--- config.mk ---
export PLATFORM = sky130hd
export DESIGN_NAME = sd_init_ctrl
export DESIGN_NICKNAME = d
export VERILOG_FILES = /design/src/rtl/sd_init_ctrl.sv
export SDC_FILE = /design/constraint.sdc
export NUM_CORES = 1
export LEC_CHECK = 0
export CORE_ASPECT_RATIO = 0.9
export CORE_MARGIN = 8
export CORE_UTILIZATION = 45
export DETAILED_ROUTE_END_ITERATION = 7
export HOLD_SLACK_MARGIN = 0.1
export PLACE_DENSITY = 0.76
export SETUP_SLACK_MARGIN = 0.15
export SLEW_MARGIN = 20
export SYNTH_ARGS = -nofsm -noshare
export SYNTH_HDL_FRONTEND = slang
export SYNTH_SLANG_ARGS = --single-unit
export TNS_END_PERCENT = 100
--- constraint.sdc ---
create_clock -name CLK50 -period 2.44 [get_ports CLK50]
set_clock_uncertainty 0.2 [all_clocks]
set_input_delay 0.488 -clock CLK50 [delete_from_list [all_inputs] [get_ports CLK50]]
set_output_delay 0.488 -clock CLK50 [all_outputs]
set_load 0.02 [all_outputs]
--- src/rtl/sd_init_ctrl.sv ---
// microSD SPI-mode power-up sequencer: idle clocks, CMD0, CMD8, CMD55/ACMD41 loop, CMD58.
// Drives a byte-wide SPI engine over a start/done handshake and owns the card chip-select.
module sd_init_ctrl #(
   parameter int POWERUP_BYTES  = 10,
   parameter int NCR_MAX        = 8,
   parameter int ACMD41_RETRIES = 1000
) (
   input  logic       CLK50,
   input  logic       RST_N,
   input  logic       START,
   output logic       SPI_START,
   output logic [7:0] SPI_TX,
   input  logic       SPI_DONE,
   input  logic [7:0] SPI_RX,
   output logic       CS,
   output logic       READY,
   output logic       SDHC,
   output logic       ERR,
   output logic [2:0] ERR_CODE
);

   typedef enum logic [3:0] {
      S_IDLE, S_POWERUP, S_CMD, S_R1, S_TAIL, S_GAP, S_CHECK, S_DONE, S_ERROR
   } state_t;

   typedef enum logic [2:0] {C_CMD0, C_CMD8, C_CMD55, C_ACMD41, C_CMD58} cmd_t;

   localparam logic [7:0]  PWR_LAST  = 8'(POWERUP_BYTES - 1);
   localparam logic [7:0]  NCR_LAST  = 8'(NCR_MAX - 1);
   localparam logic [15:0] RETRY_LIM = 16'(ACMD41_RETRIES);

   state_t      state, state_nxt;
   cmd_t        cmd, cmd_nxt;
   logic        pending, pending_nxt;
   logic [7:0]  cnt, cnt_nxt;
   logic [15:0] retry, retry_nxt, retry_inc;
   logic [7:0]  r1, r1_nxt;
   logic [31:0] tail, tail_nxt;
   logic        sdhc_nxt;
   logic [2:0]  err_code_nxt;
   logic        byte_ok;
   logic        unused_tail;

   function automatic logic [7:0] frame_byte(input cmd_t c, input logic [2:0] idx);
      logic [47:0] frame;
      case (c)
         C_CMD0:   frame = 48'h400000000095;
         C_CMD8:   frame = 48'h48000001AA87;
         C_CMD55:  frame = 48'h770000000065;
         C_ACMD41: frame = 48'h694000000077;
         C_CMD58:  frame = 48'h7A00000000FD;
         default:  frame = 48'hFFFFFFFFFFFF;
      endcase
      frame = frame << {idx, 3'b000};
      return frame[47:40];
   endfunction

   // A completion only counts when a byte is actually outstanding; stray pulses are dropped.
   assign byte_ok     = pending & SPI_DONE;
   assign retry_inc   = retry + 16'd1;
   assign READY       = (state == S_DONE);
   assign ERR         = (state == S_ERROR);
   assign unused_tail = ^{tail[31], tail[29:12]};

   always_ff @(posedge CLK50 or negedge RST_N) begin
      if (!RST_N) begin
         state    <= S_IDLE;
         cmd      <= C_CMD0;
         pending  <= 1'b0;
         cnt      <= '0;
         retry    <= '0;
         r1       <= '0;
         tail     <= '0;
         SDHC     <= 1'b0;
         ERR_CODE <= '0;
      end else begin
         state    <= state_nxt;
         cmd      <= cmd_nxt;
         pending  <= pending_nxt;
         cnt      <= cnt_nxt;
         retry    <= retry_nxt;
         r1       <= r1_nxt;
         tail     <= tail_nxt;
         SDHC     <= sdhc_nxt;
         ERR_CODE <= err_code_nxt;
      end
   end

   always_comb begin
      state_nxt    = state;
      cmd_nxt      = cmd;
      pending_nxt  = pending & ~SPI_DONE;
      cnt_nxt      = cnt;
      retry_nxt    = retry;
      r1_nxt       = r1;
      tail_nxt     = tail;
      sdhc_nxt     = SDHC;
      err_code_nxt = ERR_CODE;
      SPI_START    = 1'b0;
      SPI_TX       = 8'hFF;
      CS           = 1'b1;

      case (state)
         S_IDLE, S_DONE, S_ERROR: begin
            if (START) begin
               state_nxt    = S_POWERUP;
               cmd_nxt      = C_CMD0;
               pending_nxt  = 1'b0;
               cnt_nxt      = '0;
               retry_nxt    = '0;
               sdhc_nxt     = 1'b0;
               err_code_nxt = '0;
            end
         end
         S_POWERUP: begin
            SPI_START = ~pending;
            if (byte_ok) begin
               cnt_nxt = cnt + 8'd1;
               if (cnt == PWR_LAST) begin
                  state_nxt = S_CMD;
                  cnt_nxt   = '0;
               end
            end
         end
         S_CMD: begin
            CS        = 1'b0;
            SPI_TX    = frame_byte(cmd, cnt[2:0]);
            SPI_START = ~pending;
            if (byte_ok) begin
               cnt_nxt = cnt + 8'd1;
               if (cnt == 8'd5) begin
                  state_nxt = S_R1;
                  cnt_nxt   = '0;
               end
            end
         end
         S_R1: begin
            CS        = 1'b0;
            SPI_START = ~pending;
            if (byte_ok) begin
               cnt_nxt = cnt + 8'd1;
               if (!SPI_RX[7]) begin
                  r1_nxt    = SPI_RX;
                  cnt_nxt   = '0;
                  state_nxt = (cmd == C_CMD8 || cmd == C_CMD58) ? S_TAIL : S_GAP;
               end else if (cnt == NCR_LAST) begin
                  state_nxt    = S_ERROR;
                  err_code_nxt = 3'd5;
               end
            end
         end
         S_TAIL: begin
            CS        = 1'b0;
            SPI_START = ~pending;
            if (byte_ok) begin
               tail_nxt = {tail[23:0], SPI_RX};
               cnt_nxt  = cnt + 8'd1;
               if (cnt == 8'd3) begin
                  state_nxt = S_GAP;
                  cnt_nxt   = '0;
               end
            end
         end
         S_GAP: begin
            SPI_START = ~pending;
            if (byte_ok) state_nxt = S_CHECK;
         end
         S_CHECK: begin
            cnt_nxt   = '0;
            state_nxt = S_CMD;
            case (cmd)
               C_CMD0: begin
                  if (r1 != 8'h01) begin
                     state_nxt    = S_ERROR;
                     err_code_nxt = 3'd1;
                  end else cmd_nxt = C_CMD8;
               end
               C_CMD8: begin
                  if (r1 != 8'h01 || tail[11:0] != 12'h1AA) begin
                     state_nxt    = S_ERROR;
                     err_code_nxt = 3'd2;
                  end else cmd_nxt = C_CMD55;
               end
               C_CMD55: begin
                  if (r1[7:1] != 7'd0) begin
                     state_nxt    = S_ERROR;
                     err_code_nxt = 3'd3;
                  end else cmd_nxt = C_ACMD41;
               end
               C_ACMD41: begin
                  if (r1 == 8'h00) begin
                     cmd_nxt = C_CMD58;
                  end else if (r1 == 8'h01 && retry_inc != RETRY_LIM) begin
                     retry_nxt = retry_inc;
                     cmd_nxt   = C_CMD55;
                  end else begin
                     retry_nxt    = retry_inc;
                     state_nxt    = S_ERROR;
                     err_code_nxt = 3'd3;
                  end
               end
               C_CMD58: begin
                  if (r1 != 8'h00) begin
                     state_nxt    = S_ERROR;
                     err_code_nxt = 3'd4;
                  end else begin
                     sdhc_nxt  = tail[30];
                     state_nxt = S_DONE;
                  end
               end
               default: state_nxt = S_IDLE;
            endcase
         end
         default: state_nxt = S_IDLE;
      endcase

      if (SPI_START) pending_nxt = 1'b1;
   end

endmodule

After elaboration in Yosys (flattened, before gate mapping)
Index checks and enable logic that the tools add are counted.
{"block": "totals", "input_bits": 12, "register_bits": 74, "output_inout_bits": 16}
{"block": "classes", "shifts": 1, "n_eq_ne": 48, "bitwise": 5, "mux": 65, "reduce_logical": 22, "add_sub_neg": 2}
{"cell": "$pmux 48 s5", "n": 1}
{"cell": "$mux 8", "n": 10}
{"cell": "$mux 4", "n": 17}
{"cell": "$mux 16", "n": 3}
{"cell": "$mux 48", "n": 1}
{"cell": "$pmux 8 s6", "n": 1}
{"cell": "$shl 48x6->48", "n": 1}
{"cell": "$mux 3", "n": 15}
{"cell": "$pmux 16 s2", "n": 1}
{"cell": "$ne 3x3->1 const B", "n": 10}
{"cell": "$ne 2x2->1 const B", "n": 14}
{"cell": "$pmux 4 s7", "n": 1}
{"cell": "$pmux 4 s5", "n": 1}
{"cell": "$add 16x1->16 const B", "n": 1}
{"cell": "$eq 4x3->1 const B", "n": 4}
{"cell": "$eq 8x3->1 const B", "n": 2}
{"cell": "$ne 16x10->1 const B", "n": 1}
{"cell": "$pmux 3 s5", "n": 1}
{"cell": "$ne 12x9->1 const B", "n": 1}
{"cell": "$pmux 3 s4", "n": 1}
{"cell": "$reduce_and 12->1", "n": 1}
{"cell": "$reduce_and 10->1", "n": 1}
{"cell": "$mux 1", "n": 9}
{"cell": "$pmux 3 s3", "n": 1}
{"cell": "36 further kinds", "n": 44}

Longest topological paths before layout
Gate-level depths: netlist of run 1.
{"block": "depth", "ltp_word": 7, "ltp_mapped": 9, "depth_no_buf": 8}

Least setup slack after synthesis of run 1
OpenSTA, ideal clock, no wires.
{"block": "synth_timing", "kind": "register to output", "startpoint": "register state[2]", "endpoint": "output port SPI_START", "t_required_ns": 1.752, "path_slack_ns": -0.244, "arrival_time_ns": 1.996, "n_path_buf": 2, "path_stages_with_launch": 4, "path_cell_list": "dfrtp_1 clkbuf_1 clkbuf_1 a2111oi_0"}
{"block": "synth_via", "elab_chain_cells": 3, "elab_cells_between_ends": 7, "classes_between": "5 x eq/ne; 1 x mux; 1 x reduce/logical"}
{"item": "start, declared", "line": "32", "text": "state_t state, state_nxt;"}
{"item": "start signal, assigned", "line": "77", "text": "state <= state_nxt;"}
{"item": "$eq 4x3->1, or another cell as far along", "line": "103", "text": "case (state)"}
{"item": "$reduce_or 5->1 (no source line) (*)"}
{"item": "$mux 1 (*)"}
{"item": "end, declared", "line": "11", "text": "output logic SPI_START,"}
Mark *: on every way between the ends. The rest lies on a longest branch, timed or not.

Final worst setup path of run 1
{"block": "layout_timing", "startpoint": "register state[0]", "endpoint": "output port SPI_TX[1]"}
{"block": "layout_via", "elab_chain_cells": 2}
{"item": "$eq 4x2->1", "line": "103"}
{"item": "$mux 8", "line": "103"}
{"item": "end, declared", "line": "12", "text": "output logic [7:0] SPI_TX,"}
No other way between the ends.

==> results of run 1 <==
==> cell families (layout without fill, tap and decap cells) <==
kind of cell             count (synthesis)  in the layout  share of synthesized area, %
AND/OR/NAND/NOR                        171            172                          25.5
XOR/XNOR                                 9              9                          2.14
multiplexers                            26             26                          7.92
adder cells (fa/ha/maj)                  3              3                          1.02
flip-flops                              58             58                          39.4
buffers and inverters                   37            167                          4.28
AO/OA/AOI/OAI                          114            114                          19.7
==> layout make-up <==
cell class	instances	area [um^2]	area share [%]
Tap cell	99	124	2.26
Sequential cell	58	1460	26.8
Timing Repair Buffer	137	1160	21.3
Clock buffer	10	138	2.52
Clock inverter	6	41.3	0.755
Inverter	14	55.1	1.01
Multi-Input combinational cell	324	2480	45.4
==> worst reg2reg max path, delay by kind of cell, from the launching register on <==
family	cells	cell delay, ps
multiplexers	1	360
adder cells (fa/ha/maj)	1	180
flip-flops	1	450
AO/OA/AOI/OAI	2	570
AND/OR/NAND/NOR	4	670
==> layout by cell type, fill, tap and decap left out, types with 4 or more instances in the layout <==
master           count
a21o_1               5
a21oi_1             16
a21oi_2              6
a21oi_4              4
and2_1               5
buf_2                4
buf_4               94
buf_6               20
clkbuf_8            10
clkdlybuf4s50_1     14
dfrtp_1             48
dfrtp_2             10
inv_1               12
mux2_2              24
nand2_1             29
nand2b_1             4
nand3_1             19
nand4_1              7
nor2_1              28
nor2_4               9
nor2b_1              5
nor3_1              10
nor3_2               4
o21ai_0             31
o21ai_1              6
o21ai_2              6
o21bai_1             4
o31ai_1              7
or3_1                4
or3_4                4
xnor2_1              7
==> per-stage QoR <==
stage / cells / worst slack (ps) / hold WS (ps) / setup TNS (ps)
after global placement: 618 / -188 / 271 / -1560
after floorplan: 418 / 12.3 / -7.59 / 0
after CTS: 643 / -52.0 / 305 / -190
after detailed placement: 618 / -243 / 285 / -3220
after global routing: 648 / -169 / 327 / -1440
final: 648 / -106 / 303 / -601
==> report_power, final <==
part,total (mW),internal [mW],switching (mW)
Sequential,1.38,1.18,0.200
Combinational,2.72,1.28,1.44
Clock,0.826,0.395,0.431
==> metal layers <==
| layer | vias to the layer above | track usage [%] | wire, um |
|---|---|---|---|
| met3 | 24 | 4.85 | 506 |
| met5 | - | 0 | 0 |
| li1 | 1791 | - | - |
| met1 | 1920 | 23.2 | 4970 |
| met2 | 119 | 36.8 | 6220 |
| met4 | 0 | 7.06 | 261 |
==> flip-flops by register name (all words and copies together), names as in the netlist <==
| register | cells |
|---|---|
| SDHC | 1 |
| ERR_CODE | 3 |
| r1 | 7 |
| cnt | 8 |
| state | 4 |
| tail | 15 |
| cmd | 3 |
| pending | 1 |
| retry | 16 |
==> worst paths after layout <==
path,startpoint,to,cells after the start
worst max-delay path,state[0]$_DFFE_PN0P_,SPI_TX[1],6
min in group asynchronous,RST_N,retry[9]$_DFFE_PN0P_,2
max in group asynchronous,RST_N,retry[1]$_DFFE_PN0P_,3
worst min register to register,tail[14]$_DFFE_PN0P_,tail[14]$_DFFE_PN0P_,1
worst min-delay path,tail[14]$_DFFE_PN0P_,tail[14]$_DFFE_PN0P_,1
worst max register to register,retry[0]$_DFFE_PN0P_,ERR_CODE[2]$_DFFE_PN0P_,8
==> timing repair <==
action / 4_1_cts / 5_1_grt
hold buffers: 1 / 0
endpoints found under the hold margin: 23 / 0
cloned: 0 / 1
setup endpoints to repair: 41 / 56
pin swaps: 22 / 14
gates resized for setup: 121 / 52
setup buffers: 8 / 4
==> impl_metrics.env, run 1 <==
export IMPL_status="complete, but fails checks"
export IMPL_violations="setup timing"
export IMPL_cap_viol_max_count=0
export IMPL_die_area_mm2=0.0113
export IMPL_synth_cells=418
export IMPL_clockBufferDepth=2
export IMPL_critPathLaunchType="flip-flop"
export IMPL_via_count=3854
export IMPL_drt_vias_per_instance=5.95
export IMPL_worst_slack_ps=-106
export IMPL_power_mw=4.92
export IMPL_dp_hpwl_mm=7.51
export IMPL_finalCoreUtilization_pct=68.4
export IMPL_ys_ff_latch=58
export IMPL_drc=0
export IMPL_synth_ff_type="dfrtp_1"
export IMPL_crit_required_ps=1750
export IMPL_grt_pass1_vias=3986
export IMPL_grt_max_degree=36
export IMPL_synth_commonest_cells="58 x dfrtp_1, 42 x o21ai_0, 39 x nor2_1"
export IMPL_crit_buf_inv=1
export IMPL_portBuffers=27
export IMPL_slew_viol_final=0
export IMPL_routed_wirelength_mm=12.0
export IMPL_yosys_top_cells_area="dfrtp_1 39%, mux2_2 7.6%, o21ai_0 5.7%, nor2_1 4.0%, a21oi_1 3.5%"
export IMPL_syn_nets=433
export IMPL_rsz0062_at_grt="yes"
export IMPL_placed_area_mm2=0.00477
export IMPL_cts_sinks=58
export IMPL_antenna_found_initial=0
export IMPL_grt_pass1_wl_mm=19.1
export IMPL_cts_buffers=9
export IMPL_crit_arrival_ps=1860
export IMPL_worst_pin_slew_ps=627
export IMPL_clk_pin_slew_worst_paths_ps=80
export IMPL_root_buffer="clkbuf_8"
export IMPL_gp_congestion=0.917
export IMPL_powerDensity_mw_per_mm2=900
export IMPL_worst_setup_path_type="reg -> out"
export IMPL_ys_types=63
export IMPL_core_mm2=0.00799
export IMPL_async_reset_ff_share_pct=100
export IMPL_worstPathCellList="nor3_2 > nand2_1 > a21oi_2 > o31ai_2 > or2_4 > buf_6"
export IMPL_cts_tree="yes"
export IMPL_grt_total_usage_pct=20.4
export IMPL_ys_warn_count=0
export IMPL_grt_overflow=0
export IMPL_nets=559
export IMPL_crit_fanout=3
export IMPL_yosysSeqAreaShare_pct=39.4
export IMPL_period_needed_ps=2550
export IMPL_cp_top_family="simple AND/OR/NAND/NOR gates"
export IMPL_yosysMostFrequentCell="dfrtp_1"
export IMPL_timing_critical_path_slowest_cell_delay_ps=410
export IMPL_clk_latency_ps=360
export IMPL_setup_viol=11
export IMPL_synth_edf_count=0
export IMPL_fillers=579
export IMPL_postRouteAntennaNets=0
export IMPL_syn_to_final_growth_pct=48.6
export IMPL_r2r_slack_ps=-90
export IMPL_synth_top_area_share_pct=39.4
export IMPL_io_pins=28
export IMPL_num_rows=31
export IMPL_drtIter0Drc=272
export IMPL_htree_levels=3
export IMPL_drive_gt1_share_pct=46.1
export IMPL_synth_top_area_cell="dfrtp_1"
export IMPL_initial_core_util_pct=46.1
export IMPL_wl_per_cell_um=18.5
export IMPL_design_area_mm2=0.00547
export IMPL_dr_pass1_iters=4
export IMPL_num_antenna_cells=0
export IMPL_peakVddDrop_mv=0.709
export IMPL_final_hold_viol_count=0
export IMPL_fmax_ghz=0.393
export IMPL_end_kind="output port"
export IMPL_critPathSlowestCell="dfrtp_1"
export IMPL_fin_crit_sh_pct=104
export IMPL_chipHeight_um=102
export IMPL_die_w_um=111
export IMPL_synth_area_mm2=0.00368
export IMPL_slew_headroom_pct=58.2
export IMPL_syn_avg_cell_area_um2=8.81
export IMPL_p_leak_nw=2.36
export IMPL_min_path_type="reg -> reg"
(Power assumes the default switching activity.)
==> run 2, diff against run 1 <==
--- a/config.mk
+++ b/config.mk
@@ -5,6 +5,7 @@
 export SDC_FILE = /design/constraint.sdc
 export NUM_CORES = 1
 export LEC_CHECK = 0
+export CAP_MARGIN = 40
 export CORE_ASPECT_RATIO = 0.9
 export CORE_MARGIN = 8
 export CORE_UTILIZATION = 45
==> results of run 2 <==
Final layout, timing and power as in run 1 (identical DEF).
